## src/rtl/mem_dbus_stage_pkg.sv

```systemverilog
// Shared definitions for the MEM-stage data-bus block: access-op codes,
// FSM state codes, byte-select constants and op classification helpers.
package mem_dbus_stage_pkg;

  typedef enum logic [3:0] {
    OP_NONE = 4'd0,
    OP_LB   = 4'd1,
    OP_LBU  = 4'd2,
    OP_LH   = 4'd3,
    OP_LHU  = 4'd4,
    OP_LW   = 4'd5,
    OP_SB   = 4'd6,
    OP_SH   = 4'd7,
    OP_SW   = 4'd8,
    OP_LL   = 4'd9,
    OP_SC   = 4'd10
  } mem_op_e;

  typedef enum logic [1:0] {
    ST_IDLE = 2'd0,
    ST_BUSY = 2'd1,
    ST_HOLD = 2'd2
  } mem_state_e;

  // Big-endian lanes: byte offset 0 sits in data[31:24].
  localparam logic [3:0] SEL_NONE = 4'b0000;
  localparam logic [3:0] SEL_B0   = 4'b1000;
  localparam logic [3:0] SEL_B1   = 4'b0100;
  localparam logic [3:0] SEL_B2   = 4'b0010;
  localparam logic [3:0] SEL_B3   = 4'b0001;
  localparam logic [3:0] SEL_H0   = 4'b1100;
  localparam logic [3:0] SEL_H1   = 4'b0011;
  localparam logic [3:0] SEL_W    = 4'b1111;

  function automatic logic is_load(mem_op_e op);
    return op inside {OP_LB, OP_LBU, OP_LH, OP_LHU, OP_LW, OP_LL};
  endfunction

  function automatic logic is_store(mem_op_e op);
    return op inside {OP_SB, OP_SH, OP_SW, OP_SC};
  endfunction

endpackage

```

## src/rtl/mem_dbus_stage_if.sv

```systemverilog
// Single-master Wishbone-style data bus between the MEM stage and memory.
interface mem_dbus_stage_if #(
  parameter int ADDR_W = 32,
  parameter int DATA_W = 32
);
  logic              dbus_cyc_o;
  logic              dbus_stb_o;
  logic              dbus_we_o;
  logic [ADDR_W-1:0] dbus_addr_o;
  logic [3:0]        dbus_sel_o;
  logic [DATA_W-1:0] dbus_data_o;
  logic              dbus_ack_i;
  logic [DATA_W-1:0] dbus_data_i;

  modport master (
    output dbus_cyc_o, dbus_stb_o, dbus_we_o, dbus_addr_o, dbus_sel_o, dbus_data_o,
    input  dbus_ack_i, dbus_data_i
  );

  modport slave (
    input  dbus_cyc_o, dbus_stb_o, dbus_we_o, dbus_addr_o, dbus_sel_o, dbus_data_o,
    output dbus_ack_i, dbus_data_i
  );
endinterface

```

## src/rtl/mem_dbus_stage_align.sv

```systemverilog
// Combinational byte-lane logic: store select/data replication and
// load extraction with sign/zero extension (big-endian, 32-bit only).
module mem_align
  import mem_dbus_stage_pkg::*;
#(
  parameter int DATA_W = 32
) (
  input  mem_op_e           op,
  input  logic [1:0]        lane,
  input  logic [DATA_W-1:0] sdata,
  input  logic [DATA_W-1:0] rdata,
  output logic [3:0]        sel,
  output logic [DATA_W-1:0] wdata,
  output logic [DATA_W-1:0] ldata
);

  logic [7:0]  rbyte;
  logic [15:0] rhalf;

  // NOTE: every always_comb output gets a default first so no path leaves it unassigned (no latch).
  always_comb begin
    sel   = SEL_W;
    wdata = sdata;
    case (op)
      OP_LB, OP_LBU, OP_SB: begin
        case (lane)
          2'd0:    sel = SEL_B0;
          2'd1:    sel = SEL_B1;
          2'd2:    sel = SEL_B2;
          default: sel = SEL_B3;
        endcase
      end
      OP_LH, OP_LHU, OP_SH: sel = lane[1] ? SEL_H1 : SEL_H0;
      default:              sel = SEL_W;
    endcase
    case (op)
      OP_SB:   wdata = {4{sdata[7:0]}};
      OP_SH:   wdata = {2{sdata[15:0]}};
      default: wdata = sdata;
    endcase
  end

  // Misaligned halfwords simply use the lane picked by addr[1].
  always_comb begin
    rbyte = rdata[7:0];
    rhalf = lane[1] ? rdata[15:0] : rdata[31:16];
    ldata = rdata;
    case (lane)
      2'd0:    rbyte = rdata[31:24];
      2'd1:    rbyte = rdata[23:16];
      2'd2:    rbyte = rdata[15:8];
      default: rbyte = rdata[7:0];
    endcase
    case (op)
      OP_LB:   ldata = {{(DATA_W-8){rbyte[7]}}, rbyte};
      OP_LBU:  ldata = {{(DATA_W-8){1'b0}}, rbyte};
      OP_LH:   ldata = {{(DATA_W-16){rhalf[15]}}, rhalf};
      OP_LHU:  ldata = {{(DATA_W-16){1'b0}}, rhalf};
      default: ldata = rdata;
    endcase
  end

endmodule

```

## src/rtl/mem_dbus_stage.sv

```systemverilog
// MEM pipeline stage: drives the data-bus handshake, aligns load/store data,
// resolves LL/SC against the forwarded LLbit and stalls the pipe while busy.
module mem_dbus_stage
  import mem_dbus_stage_pkg::*;
#(
  parameter int ADDR_W = 32,
  parameter int DATA_W = 32
) (
  input  logic              clk,
  input  logic              rst,
  input  logic [3:0]        ex_mem_op,
  input  logic [ADDR_W-1:0] ex_mem_addr,
  input  logic [DATA_W-1:0] ex_mem_sdata,
  input  logic [4:0]        ex_wd,
  input  logic              ex_wreg,
  input  logic [DATA_W-1:0] ex_wdata,
  input  logic [DATA_W-1:0] ex_hi,
  input  logic [DATA_W-1:0] ex_lo,
  input  logic              ex_whilo,
  input  logic              LLbit_i,
  input  logic              wb_LLbit_we,
  input  logic              wb_LLbit_value,
  input  logic [5:0]        stall,
  mem_dbus_stage_if.master  dbus,
  output logic              stallreq,
  output logic [4:0]        mem_wd,
  output logic              mem_wreg,
  output logic [DATA_W-1:0] mem_wdata,
  output logic [DATA_W-1:0] mem_hi,
  output logic [DATA_W-1:0] mem_lo,
  output logic              mem_whilo,
  output logic              mem_LLbit_we,
  output logic              mem_LLbit_value
);

  mem_op_e           op;
  mem_state_e        state;
  logic              eff_llbit;
  logic              access_req;
  logic              ack_now;
  logic [DATA_W-1:0] rdata_q;
  logic [DATA_W-1:0] rdata_src;
  logic [3:0]        a_sel;
  logic [DATA_W-1:0] a_wdata;
  logic [DATA_W-1:0] a_ldata;
  logic              cyc_q, stb_q, we_q;
  logic [ADDR_W-1:0] addr_q;
  logic [3:0]        sel_q;
  logic [DATA_W-1:0] data_q;
  logic              unused_stall;

  assign op           = mem_op_e'(ex_mem_op);
  assign unused_stall = ^{stall[5], stall[3:0]};
  assign eff_llbit    = wb_LLbit_we ? wb_LLbit_value : LLbit_i;
  // A store-conditional that has already lost its reservation never touches the bus.
  assign access_req   = (is_load(op) || is_store(op)) && !(op == OP_SC && !eff_llbit);
  assign ack_now      = (state == ST_BUSY) && dbus.dbus_ack_i;
  assign rdata_src    = ack_now ? dbus.dbus_data_i : rdata_q;

  mem_align #(.DATA_W(DATA_W)) u_align (
    .op    (op),
    .lane  (ex_mem_addr[1:0]),
    .sdata (ex_mem_sdata),
    .rdata (rdata_src),
    .sel   (a_sel),
    .wdata (a_wdata),
    .ldata (a_ldata)
  );

  // NOTE: state and bus registers use non-blocking assignments so every flop samples pre-edge values.
  always_ff @(posedge clk) begin
    if (rst) begin
      state   <= ST_IDLE;
      cyc_q   <= 1'b0;
      stb_q   <= 1'b0;
      we_q    <= 1'b0;
      addr_q  <= '0;
      sel_q   <= SEL_NONE;
      data_q  <= '0;
      rdata_q <= '0;
    end else begin
      case (state)
        ST_IDLE: begin
          if (access_req) begin
            cyc_q  <= 1'b1;
            stb_q  <= 1'b1;
            we_q   <= is_store(op);
            addr_q <= {ex_mem_addr[ADDR_W-1:2], 2'b00};
            sel_q  <= a_sel;
            data_q <= a_wdata;
            state  <= ST_BUSY;
          end
        end
        ST_BUSY: begin
          if (dbus.dbus_ack_i) begin
            cyc_q   <= 1'b0;
            stb_q   <= 1'b0;
            we_q    <= 1'b0;
            sel_q   <= SEL_NONE;
            rdata_q <= dbus.dbus_data_i;
            state   <= stall[4] ? ST_HOLD : ST_IDLE;
          end
        end
        ST_HOLD: begin
          if (!stall[4]) state <= ST_IDLE;
        end
        default: state <= ST_IDLE;
      endcase
    end
  end

  assign dbus.dbus_cyc_o  = cyc_q;
  assign dbus.dbus_stb_o  = stb_q;
  assign dbus.dbus_we_o   = we_q;
  assign dbus.dbus_addr_o = addr_q;
  assign dbus.dbus_sel_o  = sel_q;
  assign dbus.dbus_data_o = data_q;

  always_comb begin
    stallreq        = 1'b0;
    mem_wd          = '0;
    mem_wreg        = 1'b0;
    mem_wdata       = '0;
    mem_hi          = '0;
    mem_lo          = '0;
    mem_whilo       = 1'b0;
    mem_LLbit_we    = 1'b0;
    mem_LLbit_value = 1'b0;
    if (!rst) begin
      mem_wd    = ex_wd;
      mem_wreg  = ex_wreg;
      mem_wdata = ex_wdata;
      mem_hi    = ex_hi;
      mem_lo    = ex_lo;
      mem_whilo = ex_whilo;
      case (state)
        ST_IDLE: stallreq = access_req;
        ST_BUSY: stallreq = !dbus.dbus_ack_i;
        default: stallreq = 1'b0;
      endcase
      if (is_load(op)) mem_wdata = a_ldata;
      if (op == OP_LL) begin
        mem_LLbit_we    = 1'b1;
        mem_LLbit_value = 1'b1;
      end
      if (op == OP_SC) begin
        mem_wdata       = DATA_W'(eff_llbit);
        mem_LLbit_we    = eff_llbit;
        mem_LLbit_value = 1'b0;
      end
    end
  end

endmodule

```

## src/flat_wrapper.sv

```systemverilog
// flat-port wrapper written by rule: the top's interface ports become plain ports
module mem_dbus_stage_flat import mem_dbus_stage_pkg::*;
#(
  parameter int ADDR_W = 32,
  parameter int DATA_W = 32
)
  (clk, rst, ex_mem_op, ex_mem_addr, ex_mem_sdata, ex_wd, ex_wreg, ex_wdata, ex_hi, ex_lo, ex_whilo, LLbit_i, wb_LLbit_we, wb_LLbit_value, stall, stallreq, mem_wd, mem_wreg, mem_wdata, mem_hi, mem_lo, mem_whilo, mem_LLbit_we, mem_LLbit_value, dbus_dbus_cyc_o, dbus_dbus_stb_o, dbus_dbus_we_o, dbus_dbus_addr_o, dbus_dbus_sel_o, dbus_dbus_data_o, dbus_dbus_ack_i, dbus_dbus_data_i);
  mem_dbus_stage_if #(.ADDR_W(ADDR_W), .DATA_W(DATA_W)) dbus_i ();
  input  logic clk;
  input  logic rst;
  input  logic [3:0] ex_mem_op;
  input  logic [ADDR_W-1:0] ex_mem_addr;
  input  logic [DATA_W-1:0] ex_mem_sdata;
  input  logic [4:0] ex_wd;
  input  logic ex_wreg;
  input  logic [DATA_W-1:0] ex_wdata;
  input  logic [DATA_W-1:0] ex_hi;
  input  logic [DATA_W-1:0] ex_lo;
  input  logic ex_whilo;
  input  logic LLbit_i;
  input  logic wb_LLbit_we;
  input  logic wb_LLbit_value;
  input  logic [5:0] stall;
  output logic stallreq;
  output logic [4:0] mem_wd;
  output logic mem_wreg;
  output logic [DATA_W-1:0] mem_wdata;
  output logic [DATA_W-1:0] mem_hi;
  output logic [DATA_W-1:0] mem_lo;
  output logic mem_whilo;
  output logic mem_LLbit_we;
  output logic mem_LLbit_value;
  output wire logic [$bits(dbus_i.dbus_cyc_o)-1:0] dbus_dbus_cyc_o;
  output wire logic [$bits(dbus_i.dbus_stb_o)-1:0] dbus_dbus_stb_o;
  output wire logic [$bits(dbus_i.dbus_we_o)-1:0] dbus_dbus_we_o;
  output wire logic [$bits(dbus_i.dbus_addr_o)-1:0] dbus_dbus_addr_o;
  output wire logic [$bits(dbus_i.dbus_sel_o)-1:0] dbus_dbus_sel_o;
  output wire logic [$bits(dbus_i.dbus_data_o)-1:0] dbus_dbus_data_o;
  input wire logic [$bits(dbus_i.dbus_ack_i)-1:0] dbus_dbus_ack_i;
  input wire logic [$bits(dbus_i.dbus_data_i)-1:0] dbus_dbus_data_i;
  assign dbus_dbus_cyc_o = dbus_i.dbus_cyc_o;
  assign dbus_dbus_stb_o = dbus_i.dbus_stb_o;
  assign dbus_dbus_we_o = dbus_i.dbus_we_o;
  assign dbus_dbus_addr_o = dbus_i.dbus_addr_o;
  assign dbus_dbus_sel_o = dbus_i.dbus_sel_o;
  assign dbus_dbus_data_o = dbus_i.dbus_data_o;
  assign dbus_i.dbus_ack_i = dbus_dbus_ack_i;
  assign dbus_i.dbus_data_i = dbus_dbus_data_i;
  mem_dbus_stage #(.ADDR_W(ADDR_W), .DATA_W(DATA_W)) u_core (.clk(clk), .rst(rst), .ex_mem_op(ex_mem_op), .ex_mem_addr(ex_mem_addr), .ex_mem_sdata(ex_mem_sdata), .ex_wd(ex_wd), .ex_wreg(ex_wreg), .ex_wdata(ex_wdata), .ex_hi(ex_hi), .ex_lo(ex_lo), .ex_whilo(ex_whilo), .LLbit_i(LLbit_i), .wb_LLbit_we(wb_LLbit_we), .wb_LLbit_value(wb_LLbit_value), .stall(stall), .dbus(dbus_i), .stallreq(stallreq), .mem_wd(mem_wd), .mem_wreg(mem_wreg), .mem_wdata(mem_wdata), .mem_hi(mem_hi), .mem_lo(mem_lo), .mem_whilo(mem_whilo), .mem_LLbit_we(mem_LLbit_we), .mem_LLbit_value(mem_LLbit_value));
endmodule
```

## config.mk

```make
export PLATFORM = sky130hd
export DESIGN_NAME = mem_dbus_stage_flat
export DESIGN_NICKNAME = d
export VERILOG_FILES = /design/src/rtl/mem_dbus_stage_pkg.sv /design/src/rtl/mem_dbus_stage_if.sv /design/src/rtl/mem_dbus_stage_align.sv /design/src/rtl/mem_dbus_stage.sv /design/src/flat_wrapper.sv
export SDC_FILE = /design/constraint.sdc
export NUM_CORES = 1
export LEC_CHECK = 0
export ABC_CLOCK_PERIOD_IN_PS = 2350
export BUFFER_PORTS_ARGS = -buffer_cell sky130_fd_sc_hd__buf_2
export CAP_MARGIN = 25
export CORE_AREA = 2 2 153 155
export DETAILED_ROUTE_END_ITERATION = 8
export DIE_AREA = 0 0 155 157
export PLACE_DENSITY = 0.57
export RECOVER_POWER = 25
export SLEW_MARGIN = 40
export SYNTH_ARGS = -nofsm -noshare
export SYNTH_HDL_FRONTEND = slang
export SYNTH_SLANG_ARGS = --single-unit
```

## constraint.sdc

```tcl
create_clock -name clk -period 2.35 [get_ports clk]
set_input_delay 0.235 -clock clk [delete_from_list [all_inputs] [get_ports clk]]
set_output_delay 0.235 -clock clk [all_outputs]
set_load 0.01 [all_outputs]
```

# Yosys cells after proc, flatten, opt, wreduce, memory -nomap -nowiden
# Index checks and enable logic that the tools add are counted.
classes:
  n_addsub: 0
  n_mul: 0
  div_mod_pow: 0
  n_lt_le_gt_ge: 0
  n_eq_ne: 17
  n_shift: 0
  mux: 37
  bitwise: 0
  reduce_logical: 18
ops:
  columns: ["cell", "n"]
  rows:
  - ["$mux 32", 6]
  - ["$pmux 32 s4", 1]
  - ["$pmux 32 s2", 1]
  - ["$pmux 8 s3", 1]
  - ["$eq 4x3->1 const B", 4]
  - ["$mux 16", 1]
  - ["$pmux 4 s2", 2]
  - ["$eq 4x4->1 const B", 3]
  - ["$mux 1", 12]
  - ["$mux 4", 3]
  - ["$pmux 4 s3", 1]
  - ["$eq 4x2->1 const B", 2]
  - ["$mux 2", 4]
  - ["$pmux 1 s2", 3]
  - ["$pmux 2 s3", 1]
  - ["$reduce_and 3->1", 2]
  - ["$reduce_bool 6->1", 1]
  - ["$reduce_or 3->1", 2]
  - ["$mux 5", 1]
  - ["$eq 2x1->1 const B", 2]
  - ["$eq 2x2->1 const B", 2]
  - ["$eq 4x1->1 const B", 1]
  - ["$logic_not 2->1", 2]
  - ["$ne 2x2->1 const B", 2]
  - ["other kinds (7)", 12]
totals:
  ff_bits: 102
  latchBits: 0
  ramBits: 0
  rom_bits: 0
  inputBits: 215
  output_inout_bits: 177
  word_cells: 79
  memories: 0

# Longest topological paths before layout
logic_depth:
  depth_word: 8
  ltp_mapped: 8
  depth_no_buf: 5

# Hierarchy
# From an unflattened synthesis, not the netlist that was laid out.
unflattened:
  hier_cells: 759
  area_unflattened_um2: 6780.3
modules_own_cells:
  columns: ["mod", "instances", "cells_each", "area_each_um2", "seq_area_each_um2"]
  rows:
  - ["mem_dbus_stage", 1, 603, 5381.4, 2042.0]
  - ["mem_align", 1, 156, 1398.8, 0.0]

# Worst setup path after synthesis
# No wires, ideal clock.
synth_path:
  kind: "reg2out"
  start: "reg u_core.state[1]"
  end: "out mem_wdata[0]"
  t_arrival_ns: 1.682
  t_required_ns: 2.115
  slack_ns: 0.433
  stages_incl_launch_ff: 5
  cell_sequence: "dfxtp_1 -> nand3b_4 -> mux4_2 -> a221o_1 -> o31a_1"
synth_between:
  elab_chain_cells: 8
synth_rtl:
  columns: ["item", "line_no", "rtl"]
  rows:
  - ["start: declaration", "mem_dbus_stage.sv:37", "mem_state_e state;"]
  - ["start signal: assignment", "mem_dbus_stage.sv:101", "state <= stall[4] ? ST_HOLD : ST_IDLE;"]
  - ["$eq 2x1->1 *", "mem_dbus_stage.sv:57", "assign ack_now = (state == ST_BUSY) && dbus.dbus_ack_i;"]
  - ["$logic_and 1x1->1 *", "mem_dbus_stage.sv:57", null]
  - ["$mux 32 *", "mem_dbus_stage.sv:58", "assign rdata_src = ack_now ? dbus.dbus_data_i : rdata_q;"]
  - ["$pmux 8 s3 / $mux 16 (equally long branches)", "mem_dbus_stage_align.sv:48, mem_dbus_stage_align.sv:46", null]
  - ["$pmux 32 s4 *", "mem_dbus_stage_align.sv:54", "case (op)"]
  - ["$mux 32 *", "mem_dbus_stage.sv:141", "if (is_load(op)) mem_wdata = a_ldata;"]
  - ["$mux 32 *", "mem_dbus_stage.sv:146", "if (op == OP_SC) begin"]
  - ["$mux 32 *", "mem_dbus_stage.sv:129", "if (!rst) begin"]
  - ["end: declaration", "flat_wrapper.sv:27", "output logic [DATA_W-1:0] mem_wdata;"]
# Mark *: on every way between the ends. The rest lies on a longest branch, timed or not.

# Final worst setup path
# Ends and elaborated chain as after synthesis.

==> results_dict.tcl <==
set metrics [dict create \
    grt_pass1_vias 6758 \
    grt_max_degree 108 \
    chipWidth_um 155 \
    num_rows 55 \
    r2r_slack_ns 0.76 \
    ys_types 53 \
    drive_gt1_share_pct 37.1 \
    final_common_cell "buf_2" \
    via_count 7196 \
    die_area_um2 24300 \
    max_stage_delay_ns 0.56 \
    wl_met2_um 13800 \
    cts_buffer_depth 2 \
    layout_setup_ws_ns -0.00416 \
    fin_area_um2 8660 \
    setup_tns_ns -0.00725 \
    syn_to_final_growth_pct 44.7 \
    synth_area_per_cell_um2 7.78 \
    cap_violations 0 \
    synth-seq-cells 102 \
    finalClockSkew_ns 0.00776 \
    layout_common_cells "buf_2 (322), a21oi_1 (103), dfxtp_1 (100)" \
    seq_area_frac_synth_pct 34.1 \
    m1WireLength_um 11300 \
    grt.overflow.total 0 \
    synthArstFlopShare_pct 0 \
    fp.dieH_um 157 \
    synthXorXnorAreaFrac_pct 0 \
    wl_per_cell_um 19.3 \
    slew_viol_final 0 \
    fmax_mhz 425 \
    io_pins 392 \
    clk_pin_slew_ns 0.08 \
    worstSetupEndpointType "primary output" \
    synth_top_family_by_area "compound AO/OA/AOI/OAI gates" \
    track_usage_pct 21.3 \
    clock_latency_ns 0.35 \
    highest_layer "met4" \
    grt_antenna_before_repair 3 \
    synth_compound_area_share_pct 27.8 \
    fin_nets 1342 \
    status "finished, violations left" \
    vdd_drop_max_mv 0.333 \
    drcViolationCount 0 \
    violations "setup timing" \
    crit_slowest_cell "mux4_2" \
    wl_met3_um 1340 \
    hold_slack_ns 0.119 \
    drt-pass1-iter-count 5 \
    grt_pass1_wl_um 39900 \
    path_max_fanout 7 \
    final-setup-viol-count 2 \
    initial_utilization_pct 26.6 \
    powerDensity_nw_per_um2 565 \
    hold_viol_final 0 \
    crit_chain "nand3b_4 > mux4_2 > a221o_1 > o31a_1 > buf_6" \
    gp_congestion 0.875 \
    syn_inst 769 \
    crit_required_ns 2.12 \
    worstSetupStartpointType "register" \
    finalCritPeriodShare_pct 100 \
    cts_tree "built" \
    p_leak_nw 4.03 \
    dp_hpwl_um 21400 \
    slew_headroom_pct 59.8 \
    hold_class "primary input to register" \
    synth_mux_area_share_pct 10.8 \
    critPathKind "register to primary output" \
    placed_area_um2 8310 \
    yosys.area_share.simple_pct 20.5 \
    postCtsHoldBufs 0 \
    fin_crit_ns 2.35 \
    synth-edff-count 0 \
    htreeDepth 3 \
    yosysWarnings 0 \
    core_area_um2 22500 \
    clock_sinks 102 \
    viasPerCell 5.07 \
    clock_tree.root_cell "clkbuf_16" \
    synth_area_um2 5980 \
    first_iter_violations 423 \
    antenna_violating_nets_post_route 0 \
    rsz0062_at_grt "true" \
    worst_ep_arrival_time_ns 2.12 \
    numPortBuffers 384 \
    cts-buffers-inserted 9 \
    synthFlopType "dfxtp_1" \
    tightest_slew_ns 0.601 \
    synthAdderAreaFrac_pct 0.335 \
    wirelength_um 27400 \
]
[through the flow]
stage / total power, mW / worst slack, ns / utilization [%] / instances
after global routing: 5.17 / -0.139 / 38.5 / 1420
after detailed placement: 3.40 / 0.138 / 36.9 / 1398
after floorplan: 2.73 / 0.433 / - / 770
final: 4.89 / -0.00416 / 38.5 / 1420
after global placement: 3.38 / 0.132 / 36.9 / 1398
after CTS: 4.96 / -0.0171 / 38.5 / 1416
[registers in the layout (all words and copies together) (netlist names)]
signal	cells
u_core.dbus.dbus_addr_o	30
u_core.dbus.dbus_cyc_o	1
u_core.dbus.dbus_data_o	32
u_core.dbus.dbus_sel_o	4
u_core.dbus.dbus_we_o	1
u_core.rdata_q	32
u_core.state	2
[cell type report]
type                    count  area [um^2]
diodes                      3         7.51
clock buffers              10          239
clock inverters             6         62.6
fillers                  2445        13800
inverters                   6         22.5
multi-input cells         579         3650
flip-flops and latches    102         2050
well taps                 285          357
repair buffers            429         2270
[synth_stat cells, types with 2 or more instances]
cell type	number	share of area, %
o22a_1	6	0.88
a32o_1	2	0.33
buf_1	3	0.19
nand2b_1	8	0.84
a31oi_1	8	0.84
o31a_1	2	0.29
o211ai_1	8	1.0
mux2_2	11	2.1
buf_4	7	0.88
o21ai_0	78	6.5
a22oi_1	17	2.1
mux2i_1	50	8.4
maj3_1	2	0.33
nor2b_1	83	8.7
buf_2	18	1.5
a21o_1	3	0.38
o2111ai_1	16	2.3
a211oi_1	8	1.0
nand3_1	50	4.2
dfxtp_1	102	34
o21a_1	2	0.25
nand2_1	52	3.3
nor3_1	4	0.33
a21oi_1	106	8.9
a21boi_0	2	0.25
nor2_1	37	2.3
inv_1	5	0.31
clkbuf_1	54	3.4
[final timing paths]
kind | cells after the start | endpoint | start
worst max-delay path | 5 | mem_wdata[0] | u_core.state[1]
worst min-delay path | 3 | u_core.dbus.dbus_addr_o[21] | ex_mem_addr[21]
worst max register to register | 4 | u_core.dbus.dbus_data_o[20] | u_core.state[1]
worst min register to register | 2 | u_core.dbus.dbus_addr_o[18] | u_core.dbus.dbus_addr_o[18]
[power breakdown]
group	total, mW	leakage, nW	internal, mW	switching, mW
combinational	1.45	3.04	0.598	0.851
sequential	1.91	0.837	1.85	0.0575
clock	1.53	0.149	0.780	0.754
[cells by family after synthesis]
| group | after synthesis |
|---|---|
| multiplexers | 62 |
| buffers and inverters | 89 |
| flip-flops | 102 |
| AND/OR/NAND/NOR | 239 |
| AO/OA/AOI/OAI | 274 |
| other | 1 |
| adder cells (fa/ha/maj) | 2 |
[critical path, delay by kind of cell (launching register included)]
| kind | cells | cell delay (ns) |
|---|---|---|
| simple gates | 1 | 0.19 |
| mux | 1 | 0.56 |
| compound gates | 2 | 0.56 |
| buf+inv | 1 | 0.13 |
| flops | 1 | 0.33 |
[routing by layer]
layer	GRT usage, %	up-vias
li1	-	3471
met1	26.0	3393
met2	37.2	286
met3	3.50	46
met4	8.95	0
met5	0	-
[what timing repair did]
| item | CTS | global route |
|---|---|---|
| setup buffers | 2 | 1 |
| hold endpoints to repair | 0 | 0 |
| pin swaps | 5 | 1 |
| setup endpoints to repair | 26 | 30 |
| gates resized for setup | 13 | 10 |
No activity file was read; power rests on OpenSTA's default activity.
